[src/rtl/gray_ptr_pkg.sv]
// Shared helpers for the asynchronous FIFO pointer controllers:
// Gray conversions and side-select constants.
package gray_ptr_pkg;

  localparam int MAX_W = 32;

  localparam bit SIDE_WR = 1'b1;
  localparam bit SIDE_RD = 1'b0;

  function automatic logic [MAX_W-1:0] bin2gray(input logic [MAX_W-1:0] b);
    return b ^ (b >> 1);
  endfunction

  // Prefix XOR from the MSB down; zero-extended inputs convert correctly.
  function automatic logic [MAX_W-1:0] gray2bin(input logic [MAX_W-1:0] g);
    logic [MAX_W-1:0] b;
    b[MAX_W-1] = g[MAX_W-1];
    for (int i = MAX_W - 2; i >= 0; i--) begin
      b[i] = b[i+1] ^ g[i];
    end
    return b;
  endfunction

endpackage

[src/rtl/gray_ptr_ctrl_gray2bin.sv]
// Combinational Gray-to-binary converter of parametrised width,
// used to recover the remote binary pointer for the occupancy output.
module gray2bin #(
  parameter int W = 5
) (
  input  logic [W-1:0] gray,
  output logic [W-1:0] bin
);

  assign bin = W'(gray_ptr_pkg::gray2bin(32'(gray)));

endmodule

[src/rtl/gray_ptr_ctrl.sv]
// One side of an asynchronous FIFO: registered binary/Gray pointer, remote
// pointer synchroniser and registered full/empty flag. Optional occupancy
// output level_o is built when GRAY_PTR_LEVEL_EN is defined.
module gray_ptr_ctrl
  import gray_ptr_pkg::*;
#(
  parameter int ADDR_W      = 4,
  parameter bit IS_WRITE    = 1'b1,
  parameter int SYNC_STAGES = 2
) (
  input  logic              clk_i,
  input  logic              rst_i,
  input  logic              inc_i,
  input  logic [ADDR_W:0]   remote_gray_i,
  output logic [ADDR_W:0]   gray_o,
  output logic [ADDR_W-1:0] addr_o,
  output logic              accept_o,
  output logic              flag_o
`ifdef GRAY_PTR_LEVEL_EN
  ,
  output logic [ADDR_W:0]   level_o
`endif
);

  localparam int PW = ADDR_W + 1;

  logic [PW-1:0] bin;
  logic [PW-1:0] bin_next;
  logic [PW-1:0] gray_next;
  logic [PW-1:0] sync_gray;
  logic [PW-1:0] full_cmp;
  logic          flag_next;
  logic [SYNC_STAGES-1:0][PW-1:0] sync_q;

  assign accept_o  = inc_i & ~flag_o;
  assign bin_next  = bin + PW'(accept_o);
  assign gray_next = PW'(bin2gray(32'(bin_next)));
  assign addr_o    = bin[ADDR_W-1:0];
  assign sync_gray = sync_q[SYNC_STAGES-1];

  // Remote pointer one lap ahead: top two Gray bits inverted, rest equal.
  assign full_cmp  = {~sync_gray[ADDR_W:ADDR_W-1], sync_gray[ADDR_W-2:0]};

  always_comb begin
    flag_next = 1'b0;
    if (IS_WRITE == SIDE_WR) begin
      flag_next = (gray_next == full_cmp);
    end else begin
      flag_next = (gray_next == sync_gray);
    end
  end

  always_ff @(posedge clk_i) begin
    if (rst_i) begin
      bin    <= '0;
      gray_o <= '0;
      flag_o <= (IS_WRITE == SIDE_RD);
    end else begin
      bin    <= bin_next;
      gray_o <= gray_next;
      flag_o <= flag_next;
    end
  end

  always_ff @(posedge clk_i) begin
    if (rst_i) begin
      sync_q <= '0;
    end else begin
      sync_q <= {sync_q[SYNC_STAGES-2:0], remote_gray_i};
    end
  end

`ifdef GRAY_PTR_LEVEL_EN
  logic [PW-1:0] remote_bin;

  gray2bin #(.W(PW)) u_g2b (
    .gray (sync_gray),
    .bin  (remote_bin)
  );

  always_ff @(posedge clk_i) begin
    if (rst_i) begin
      level_o <= '0;
    end else if (IS_WRITE == SIDE_WR) begin
      level_o <= bin_next - remote_bin;
    end else begin
      level_o <= remote_bin - bin_next;
    end
  end
`endif

endmodule

[config.mk]
export PLATFORM = sky130hd
export DESIGN_NAME = gray_ptr_ctrl
export DESIGN_NICKNAME = d
export VERILOG_FILES = /design/src/rtl/gray_ptr_pkg.sv /design/src/rtl/gray_ptr_ctrl_gray2bin.sv /design/src/rtl/gray_ptr_ctrl.sv
export SDC_FILE = /design/constraint.sdc
export NUM_CORES = 1
export LEC_CHECK = 0
export CAP_MARGIN = 5
export CORE_AREA = 2 2 46 48
export DETAILED_ROUTE_END_ITERATION = 8
export DIE_AREA = 0 0 48 50
export GPL_ROUTABILITY_DRIVEN = 0
export PLACE_DENSITY = 0.68
export SYNTH_ARGS = -nofsm -noshare
export SYNTH_HDL_FRONTEND = slang
export SYNTH_HIERARCHICAL = 1
export SYNTH_SLANG_ARGS = --single-unit
export TNS_END_PERCENT = 5
[constraint.sdc]
create_clock -name clk_i -period 1.7 [get_ports clk_i]
set_input_delay 0.255 -clock clk_i [delete_from_list [all_inputs] [get_ports clk_i]]
set_output_delay 0.255 -clock clk_i [all_outputs]
set_load 0.03 [all_outputs]
==> impl_metrics.ini, run 1 <==
[outcome]
status = finished with violations
violations = setup timing

[logic_synthesis]
ys_warn_count = 6
syn-cell-area_um2 = 718
synth-seq-cells = 20
synthTopCellsByArea = dfxtp_1, nor2b_1, xnor2_1
syn_area_per_cell_um2 = 11.0
synth_seq_area_share = 0.557
netlist_instances = 65
synth_top_area_share = 0.557
netlist.top_cell.by_area = dfxtp_1
ys_types = 16
syn_nets = 75

[final_layout]
nets = 105
antennaDiodeCount = 0
fill_cells = 162
fin_area_um2 = 1090
stdcell_count = 121
layout-drive-gt1-share = 0.245
syn2layout_area_growth_pct = 52.1
post-route-util = 0.574

[timing]
relSlewSlack = 0.789
fin_ws_ps = -118
skew_ps = 13.0
post-route-min-period_ps = 1820
hold_violations = 0
setup_violations = 1
slew_violations = 0
max_freq_ghz = 0.550
rsz0062_at_grt = yes
fin_crit_sh = 1.07
max_slew.worst_pin.slew_ps = 316
fin_setup_tns_ps = -118

[drt]
routedWlPerCell_um = 9.55
vias = 510
dr.pass1.iters = 2
routed_wl_um = 1160
postRouteAntennaNets = 0
drc = 0
vias_per_cell = 4.21
detail_route.iter0.violations = 1

[worst_setup_path]
arrival_ps = 2020
cp.required_ps = 1900
crit_chain = nor2b_4 -> ha_4 -> ha_4 -> nand3_2 -> xor2_2 -> or3_4 -> a2111oi_4
start_kind = flop
crit_fanout = 2
cpPeakStageDelay_ps = 400
crit_slowest_cell = or3_4
crit_path_frequent_cell = ha_4
path_class = flop to flop
end_kind = flop

[power]
power_frac_comb = 0.201
power_density_nw_per_um2 = 837
p_sw_w = 0.000232
p_int_w = 0.000682
p_seq_frac = 0.548
irDropWorstVdd_mv = 0.547
clkPwrFrac = 0.251
swShare = 0.253
p_leak_nw = 0.455
power_w = 0.000914

[place]
dp_hpwl_um = 922
io_buffers = 18
place_area_um2 = 1040
dp.cells = 117

[clock_tree]
cts_tree = built
post_cts_buffers = 0
htreeDepth = 1
clockRootBuffer = clkbuf_4
clkSlewWorstSetupHoldPaths_ps = 120
cts_inserted_buffers = 3
clock-sinks = 20
cts_buffer_depth = 2
clock_latency_ps = 300

[floorplanning]
fp.coreArea_um2 = 1900
die_h_um = 50
die_w_um = 48
ios = 19
initial_core_util = 0.378
rows = 16
dieArea_um2 = 2400

[worst_hold_path]
hold_class = flop to flop

[grt]
antenna_found_initial = 0
grt_first_pass_wirelength_um = 1910
grt-ovfl-total = 0
grt_max_degree = 12
grt_pass1_vias = 469
grt_usage = 0.118

[job]
maxCapViolCount = 0
==> cell usage after synthesis (all sizes together) <==
cell type / count
and2: 1
nand2: 1
nor2b: 13
or3: 1
nand3: 3
clkbuf: 2
xor2: 2
a21oi: 1
or2: 1
mux2i: 1
nor2: 7
dfxtp: 20
a2111oi: 1
xnor2: 8
xnor3: 1
ha: 2
==> power by group through the flow <==
stage | Sequential (W) | Clock (W) | Combinational, W
floorplan | 0.000536 | 0 | 0.0000795
global placement | 0.000511 | 0 | 0.000178
detailed placement | 0.000512 | 0 | 0.000180
CTS | 0.000501 | 0.000238 | 0.000180
global route | 0.000504 | 0.000262 | 0.000200
finish | 0.000501 | 0.000230 | 0.000183
==> layout by cell type, fill, tap and decap left out, drive strengths merged <==
cell | Yosys | routed
nor2 | 7 | 7
buf | 0 | 10
dlygate4sd2 | 0 | 2
xnor3 | 1 | 1
xnor2 | 8 | 8
dlymetal6s2s | 0 | 2
a21oi | 1 | 1
ha | 2 | 2
nor2b | 13 | 13
nand3 | 3 | 3
or3 | 1 | 1
xor2 | 2 | 2
nand2 | 1 | 1
or2 | 1 | 1
clkdlybuf4s50 | 0 | 13
dfxtp | 20 | 20
a2111oi | 1 | 1
mux2i | 1 | 1
and2 | 1 | 1
clkbuf | 2 | 4
==> cell type report <==
cell class | count | area (um^2) | area share
clock buffer | 4 | 26.3 | 0.0241
timing repair buffer | 27 | 248 | 0.227
multi-input combinational | 43 | 380 | 0.348
tap | 27 | 33.8 | 0.0309
sequential | 20 | 404 | 0.370
==> registers in the layout (all words and copies together), names as in the netlist <==
name       count
sync_gray      5
sync_q         5
bin            4
gray_o         5
flag_o         1
==> cells by family after synthesis <==
| logic type | synth area share |
|---|---|
| AO/OA/AOI/OAI | 0.0279 |
| XOR/XNOR | 0.153 |
| adder cells (fa/ha/maj) | 0.0348 |
| buffers and inverters | 0.0105 |
| flip-flops | 0.557 |
| multiplexers | 0.0139 |
| AND/OR/NAND/NOR | 0.202 |
==> through the flow <==
| step | setup slack (ps) | hold slack [ps] |
|---|---|---|
| detailed placement | -533 | 420 |
| finish | -118 | 446 |
| global placement | -449 | 418 |
| CTS | -156 | 448 |
| floorplan | -275 | 383 |
| global route | -198 | 460 |
==> per-layer routing <==
metal / GRT usage / vias up / share of wire
met4: 0.0541 / 0 / 0.0087
met5: 0 / - / 0
met2: 0.198 / 14 / 0.53
met1: 0.124 / 232 / 0.41
met3: 0.0440 / 2 / 0.049
li1: - / 262 / -
==> worst max-delay path: cells and delay by family (launching register included) <==
family	cells	cell delay, ps
adder cells (fa/ha/maj)	2	270
flip-flops	1	380
XOR/XNOR	1	160
AND/OR/NAND/NOR	3	620
AO/OA/AOI/OAI	1	290
==> repair_timing <==
| item | in CTS | in global routing |
|---|---|---|
| endpoints found under the setup margin | 2 | 4 |
| gates resized for setup | 2 | 5 |
| hold buffers | 0 | 0 |
==> path summary, 6_finish.rpt <==
path              slack (ps)                  from                       to  cells after the start
hold reg to reg          450  sync_q[1]$_SDFF_PP0_  sync_gray[1]$_SDFF_PP0_                      1
setup / recovery        -120     flag_o$_SDFF_PP0_        flag_o$_SDFF_PP0_                      7
hold / removal           450  sync_q[1]$_SDFF_PP0_  sync_gray[1]$_SDFF_PP0_                      1
setup reg to reg        -120     flag_o$_SDFF_PP0_        flag_o$_SDFF_PP0_                      7
Note: power is estimated with default switching activity, not from simulation.
==> run 2: changes to the inputs <==
--- a/config.mk
+++ b/config.mk
@@ -11,6 +11,8 @@
 export DIE_AREA = 0 0 48 50
 export GPL_ROUTABILITY_DRIVEN = 0
 export PLACE_DENSITY = 0.68
+export SETUP_SLACK_MARGIN = 0.2
+export SLEW_MARGIN = 15
 export SYNTH_ARGS = -nofsm -noshare
 export SYNTH_HDL_FRONTEND = slang
 export SYNTH_HIERARCHICAL = 1
==> impl_metrics.ini, run 2 (synthesis results as in run 1) <==
[grt]
grt_max_degree = 12
grt-ovfl-total = 0
antenna_found_initial = 0
grt_util_met1 = 0.133
grt_pass1_vias = 476
use_met3 = 0.0330
grt_first_pass_wirelength_um = 1960
grtUsageMet2 = 0.198
busiest_layer = met2
grt_usage = 0.121

[place]
place_area_um2 = 1040
io_buffers = 18
dp_hpwl_um = 922
place_ws_ps = -533

[timing]
hold_violations = 0
slew_violations = 0
fin_ws_ps = -114
fin_crit_sh = 1.07
max_slew.worst_pin.slew_ps = 303
skew_ps = 10.8
max_freq_ghz = 0.551
rsz0062_at_grt = yes
setup_violations = 1
post-route-min-period_ps = 1810
relSlewSlack = 0.799
fin_setup_tns_ps = -114

[power]
irDropWorstVdd_mv = 0.452
clkPwrFrac = 0.254
power_density_nw_per_um2 = 842
p_leak_nw = 0.459
p_sw_w = 0.000238
swShare = 0.259
p_int_w = 0.000681
p_seq_frac = 0.545
power_frac_comb = 0.201

[clock_tree]
htreeDepth = 1
clock-sinks = 20
cts_tree = built
clock_latency_ps = 300
clkSlewWorstSetupHoldPaths_ps = 120
cts_buffer_depth = 2
clockRootBuffer = clkbuf_4
cts_hold_buf = 0
cts_inserted_buffers = 3

[floorplanning]
rows = 16
die_h_um = 50
fp.coreArea_um2 = 1900
initial_core_util = 0.378
dieArea_um2 = 2400
die_w_um = 48
ios = 19

[worst_setup_path]
arrival_ps = 2020
cpPeakStageDelay_ps = 400
crit_path_frequent_cell = ha_4
path_class = flop to flop
crit_fanout = 2
crit_slowest_cell = or3_4
crit_chain = nor2b_4 -> ha_4 -> ha_4 -> nand3_4 -> xor2_2 -> or3_4 -> a2111oi_4
start_kind = flop
cp.required_ps = 1900
end_kind = flop

[final_layout]
layout-drive-gt1-share = 0.277
nets = 105
syn2layout_area_growth_pct = 51.9
antennaDiodeCount = 0
final_cell_mix = dfxtp_1, nor2b_1, dlygate4sd2_1, buf_4, nor2_1
final_common_cell = dfxtp_1
fin_area_um2 = 1090

[outcome]
status = finished with violations
violations = setup timing

[drt]
postRouteAntennaNets = 0
vias = 501
drc = 0
vias_per_cell = 4.14
routedWlPerCell_um = 9.58
detail_route.iter0.violations = 2
dr.pass1.iters = 2
routed_wl_um = 1160

[job]
maxCapViolCount = 0

[worst_hold_path]
hold_class = flop to flop
## run 2: cell types whose count changed in the layout (fill, tap and decap cells not counted), sizes merged
| cell | before | now |
|---|---|---|
| dlygate4sd2 | 2 | 10 |
| clkdlybuf4s50 | 13 | 6 |
| dlymetal6s2s | 2 | 0 |
| clkbuf | 4 | 5 |
## run 2: final cells by class
| cell class | instances | area, um^2 |
|---|---|---|
| multi-input combinational | 43 | 399 |
| fill | 166 | 811 |
| sequential | 20 | 404 |
| clock buffer | 4 | 26.3 |
| tap | 27 | 33.8 |
| timing repair buffer | 27 | 228 |
## run 2: worst max-delay path, delay by kind of cell, from the launching register on
family	cells	cell delay, ps
AND/OR/NAND/NOR	3	610
flip-flops	1	370
adder cells (fa/ha/maj)	2	290
AO/OA/AOI/OAI	1	290
XOR/XNOR	1	160
## run 2: timing repair
item                                   in CTS  in global routing
pin swaps                                   0                  0
buffers inserted                            0                  0
setup endpoints to repair                  15                  6
endpoints found under the hold margin       0                  0
gates resized for setup                    12                  7
## run 2: path summary, 6_finish.rpt
| check | start | to | slack, ps | cells after the start |
|---|---|---|---|---|
| max reg2reg | flag_o$_SDFF_PP0_ | flag_o$_SDFF_PP0_ | -110 | 7 |
| min | sync_q[1]$_SDFF_PP0_ | sync_gray[1]$_SDFF_PP0_ | 450 | 1 |
| max | flag_o$_SDFF_PP0_ | flag_o$_SDFF_PP0_ | -110 | 7 |
| min reg2reg | sync_q[1]$_SDFF_PP0_ | sync_gray[1]$_SDFF_PP0_ | 450 | 1 |
## run 2: metrics by stage
stage / total power (W) / std cells / hold WS, ps / utilization
2_1_floorplan: 0.000615 / 65 / 383 / -
3_3_place_gp: 0.000689 / 117 / 418 / 0.546
3_5_place_dp: 0.000693 / 117 / 420 / 0.546
4_1_cts: 0.000919 / 121 / 448 / 0.557
5_1_grt: 0.000970 / 121 / 460 / 0.574
6_report: 0.000918 / 121 / 447 / 0.574
## run 2: power groups by stage
stage / logic (W) / clock network [W] / registers, W
floorplan: 0.0000795 / 0 / 0.000536
global placement: 0.000178 / 0 / 0.000511
detailed placement: 0.000180 / 0 / 0.000512
CTS: 0.000180 / 0.000238 / 0.000501
global route: 0.000203 / 0.000264 / 0.000503
finish: 0.000185 / 0.000233 / 0.000501
## run 2: layer usage
metal / up-vias / share of wire
met1: 224 / 0.42
met2: 12 / 0.53
met5: - / 0
li1: 263 / -
met3: 2 / 0.043
met4: 0 / 0.0086
==> run 3: changes to the inputs <==
--- a/config.mk
+++ b/config.mk
@@ -10,7 +10,7 @@
 export DETAILED_ROUTE_END_ITERATION = 8
 export DIE_AREA = 0 0 48 50
 export GPL_ROUTABILITY_DRIVEN = 0
-export PLACE_DENSITY = 0.68
+export PLACE_DENSITY = 0.7
 export SETUP_SLACK_MARGIN = 0.2
 export SLEW_MARGIN = 15
 export SYNTH_ARGS = -nofsm -noshare
==> impl_metrics.ini, run 3 (synthesis results as in run 1) <==
[outcome]
status = finished with violations
violations = setup timing

[worst_setup_path]
crit_fanout = 2
cp.required_ps = 1910
end_kind = flop
start_kind = flop
arrival_ps = 2090
path_class = flop to flop
cpPeakStageDelay_ps = 390
crit_path_frequent_cell = ha_4
crit_slowest_cell = or3_4
crit_chain = nor2b_4 -> ha_4 -> ha_4 -> nand3_4 -> xor2_2 -> or3_4 -> a2111oi_4

[timing]
skew_ps = 9.81
slew_violations = 0
fin_setup_tns_ps = -181
post-route-min-period_ps = 1880
max_slew.worst_pin.slew_ps = 309
rsz0062_at_grt = yes
fin_ws_ps = -181
max_freq_ghz = 0.532
hold_violations = 0
relSlewSlack = 0.793
setup_violations = 1
whs_ps = 448
fin_crit_sh = 1.11

[drt]
vias_per_cell = 4.41
dr.pass1.iters = 4
postRouteAntennaNets = 0
drc = 0
routed_wl_um = 1240
detail_route.iter0.violations = 2
routedWlPerCell_um = 10.4
vias = 529

[power]
power_w = 0.00109
p_leak_nw = 0.475
irDropWorstVdd_mv = 0.664
power_density_nw_per_um2 = 975

[final_layout]
post-route-util = 0.586
final_cell_mix = dfxtp_1, nor2b_1, dlygate4sd2_1, buf_4
antennaDiodeCount = 0
nets = 104
register_area_um2 = 404
fill_cells = 170
final_common_cell = dfxtp_1
multi_input_area_um2 = 399
layout-drive-gt1-share = 0.258
syn2layout_area_growth_pct = 55.1

[floorplanning]
ios = 19
die_w_um = 48
die_h_um = 50
initial_core_util = 0.378
dieArea_um2 = 2400
fp.coreArea_um2 = 1900
rows = 16

[clock_tree]
clkSlewWorstSetupHoldPaths_ps = 120
cts_hold_buf = 0
cts_tree = built
clockRootBuffer = clkbuf_4
htreeDepth = 1
post_cts_buffers = 0
cts_buffer_depth = 2
clock_latency_ps = 310
cts_inserted_buffers = 3
clock-sinks = 20

[place]
dp_hpwl_um = 945
io_buffers = 18
place_ws_ps = -550

[grt]
grt-ovfl-total = 0
grt_usage = 0.132
grt_pass1_vias = 485
antenna_found_initial = 0
grt_first_pass_wirelength_um = 2130
grt_max_degree = 13

[worst_hold_path]
hold_class = flop to flop

[job]
maxCapViolCount = 0
-- run 3: cell count changes in the layout (fill, tap and decap cells not counted) --
cell	delta
xnor2_2	-2
a21oi_1	+1
a21oi_2	-1
buf_4	-1
bufinv_16	+1
clkbuf_1	-1
dlygate4sd2_1	-1
dlymetal6s2s_1	+1
xnor2_1	+1
xnor2_4	+1
-- run 3: cell type report --
cell class                 instances  share of cell area
timing repair buffer              26               0.201
clock buffer                       3              0.0202
tap                               27              0.0303
sequential                        20               0.363
clock inverter                     1              0.0270
multi-input combinational         43               0.358
-- run 3: per-stage QoR --
stage | area, um^2 | instances
5_1_grt | 1110 | 120
2_1_floorplan | 767 | 65
3_5_place_dp | 1030 | 116
3_3_place_gp | 1030 | 116
4_1_cts | 1090 | 120
6_report | 1110 | 120
-- run 3: power by group --
group | internal, W | total (W) | leakage, nW | switching [W]
combinational | 0.000108 | 0.000199 | 0.282 | 0.0000909
clock | 0.000238 | 0.000386 | 0.0279 | 0.000147
sequential | 0.000490 | 0.000501 | 0.165 | 0.0000104
total | 0.000836 | 0.00109 | 0.475 | 0.000249
-- run 3: metal layers --
metal	vias up	track usage	share of wire
li1	263	-	-
met2	19	0.196	0.48
met3	9	0.0440	0.056
met5	-	0	0
met4	0	0.117	0.071
met1	238	0.141	0.39
-- run 3: what timing repair did --
action / in CTS / in global routing
pin swaps: 0 / 2
resized for setup: 12 / 6
endpoints found under the setup margin: 15 / 7
-- run 3: final timing paths --
| kind | to | slack, ps | start | cells after the start |
|---|---|---|---|---|
| max | flag_o$_SDFF_PP0_ | -180 | flag_o$_SDFF_PP0_ | 7 |
| min | sync_gray[4]$_SDFF_PP0_ | 450 | sync_q[4]$_SDFF_PP0_ | 1 |
| max reg2reg | flag_o$_SDFF_PP0_ | -180 | flag_o$_SDFF_PP0_ | 7 |
| min reg2reg | sync_gray[4]$_SDFF_PP0_ | 450 | sync_q[4]$_SDFF_PP0_ | 1 |
-- run 3: worst max-delay path, delay by kind of cell, from the launching register on --
kind                     cells  cell delay [ps]
AO/OA/AOI/OAI                1              350
adder cells (fa/ha/maj)      2              290
flip-flops                   1              380
XOR/XNOR                     1              160
AND/OR/NAND/NOR              3              600
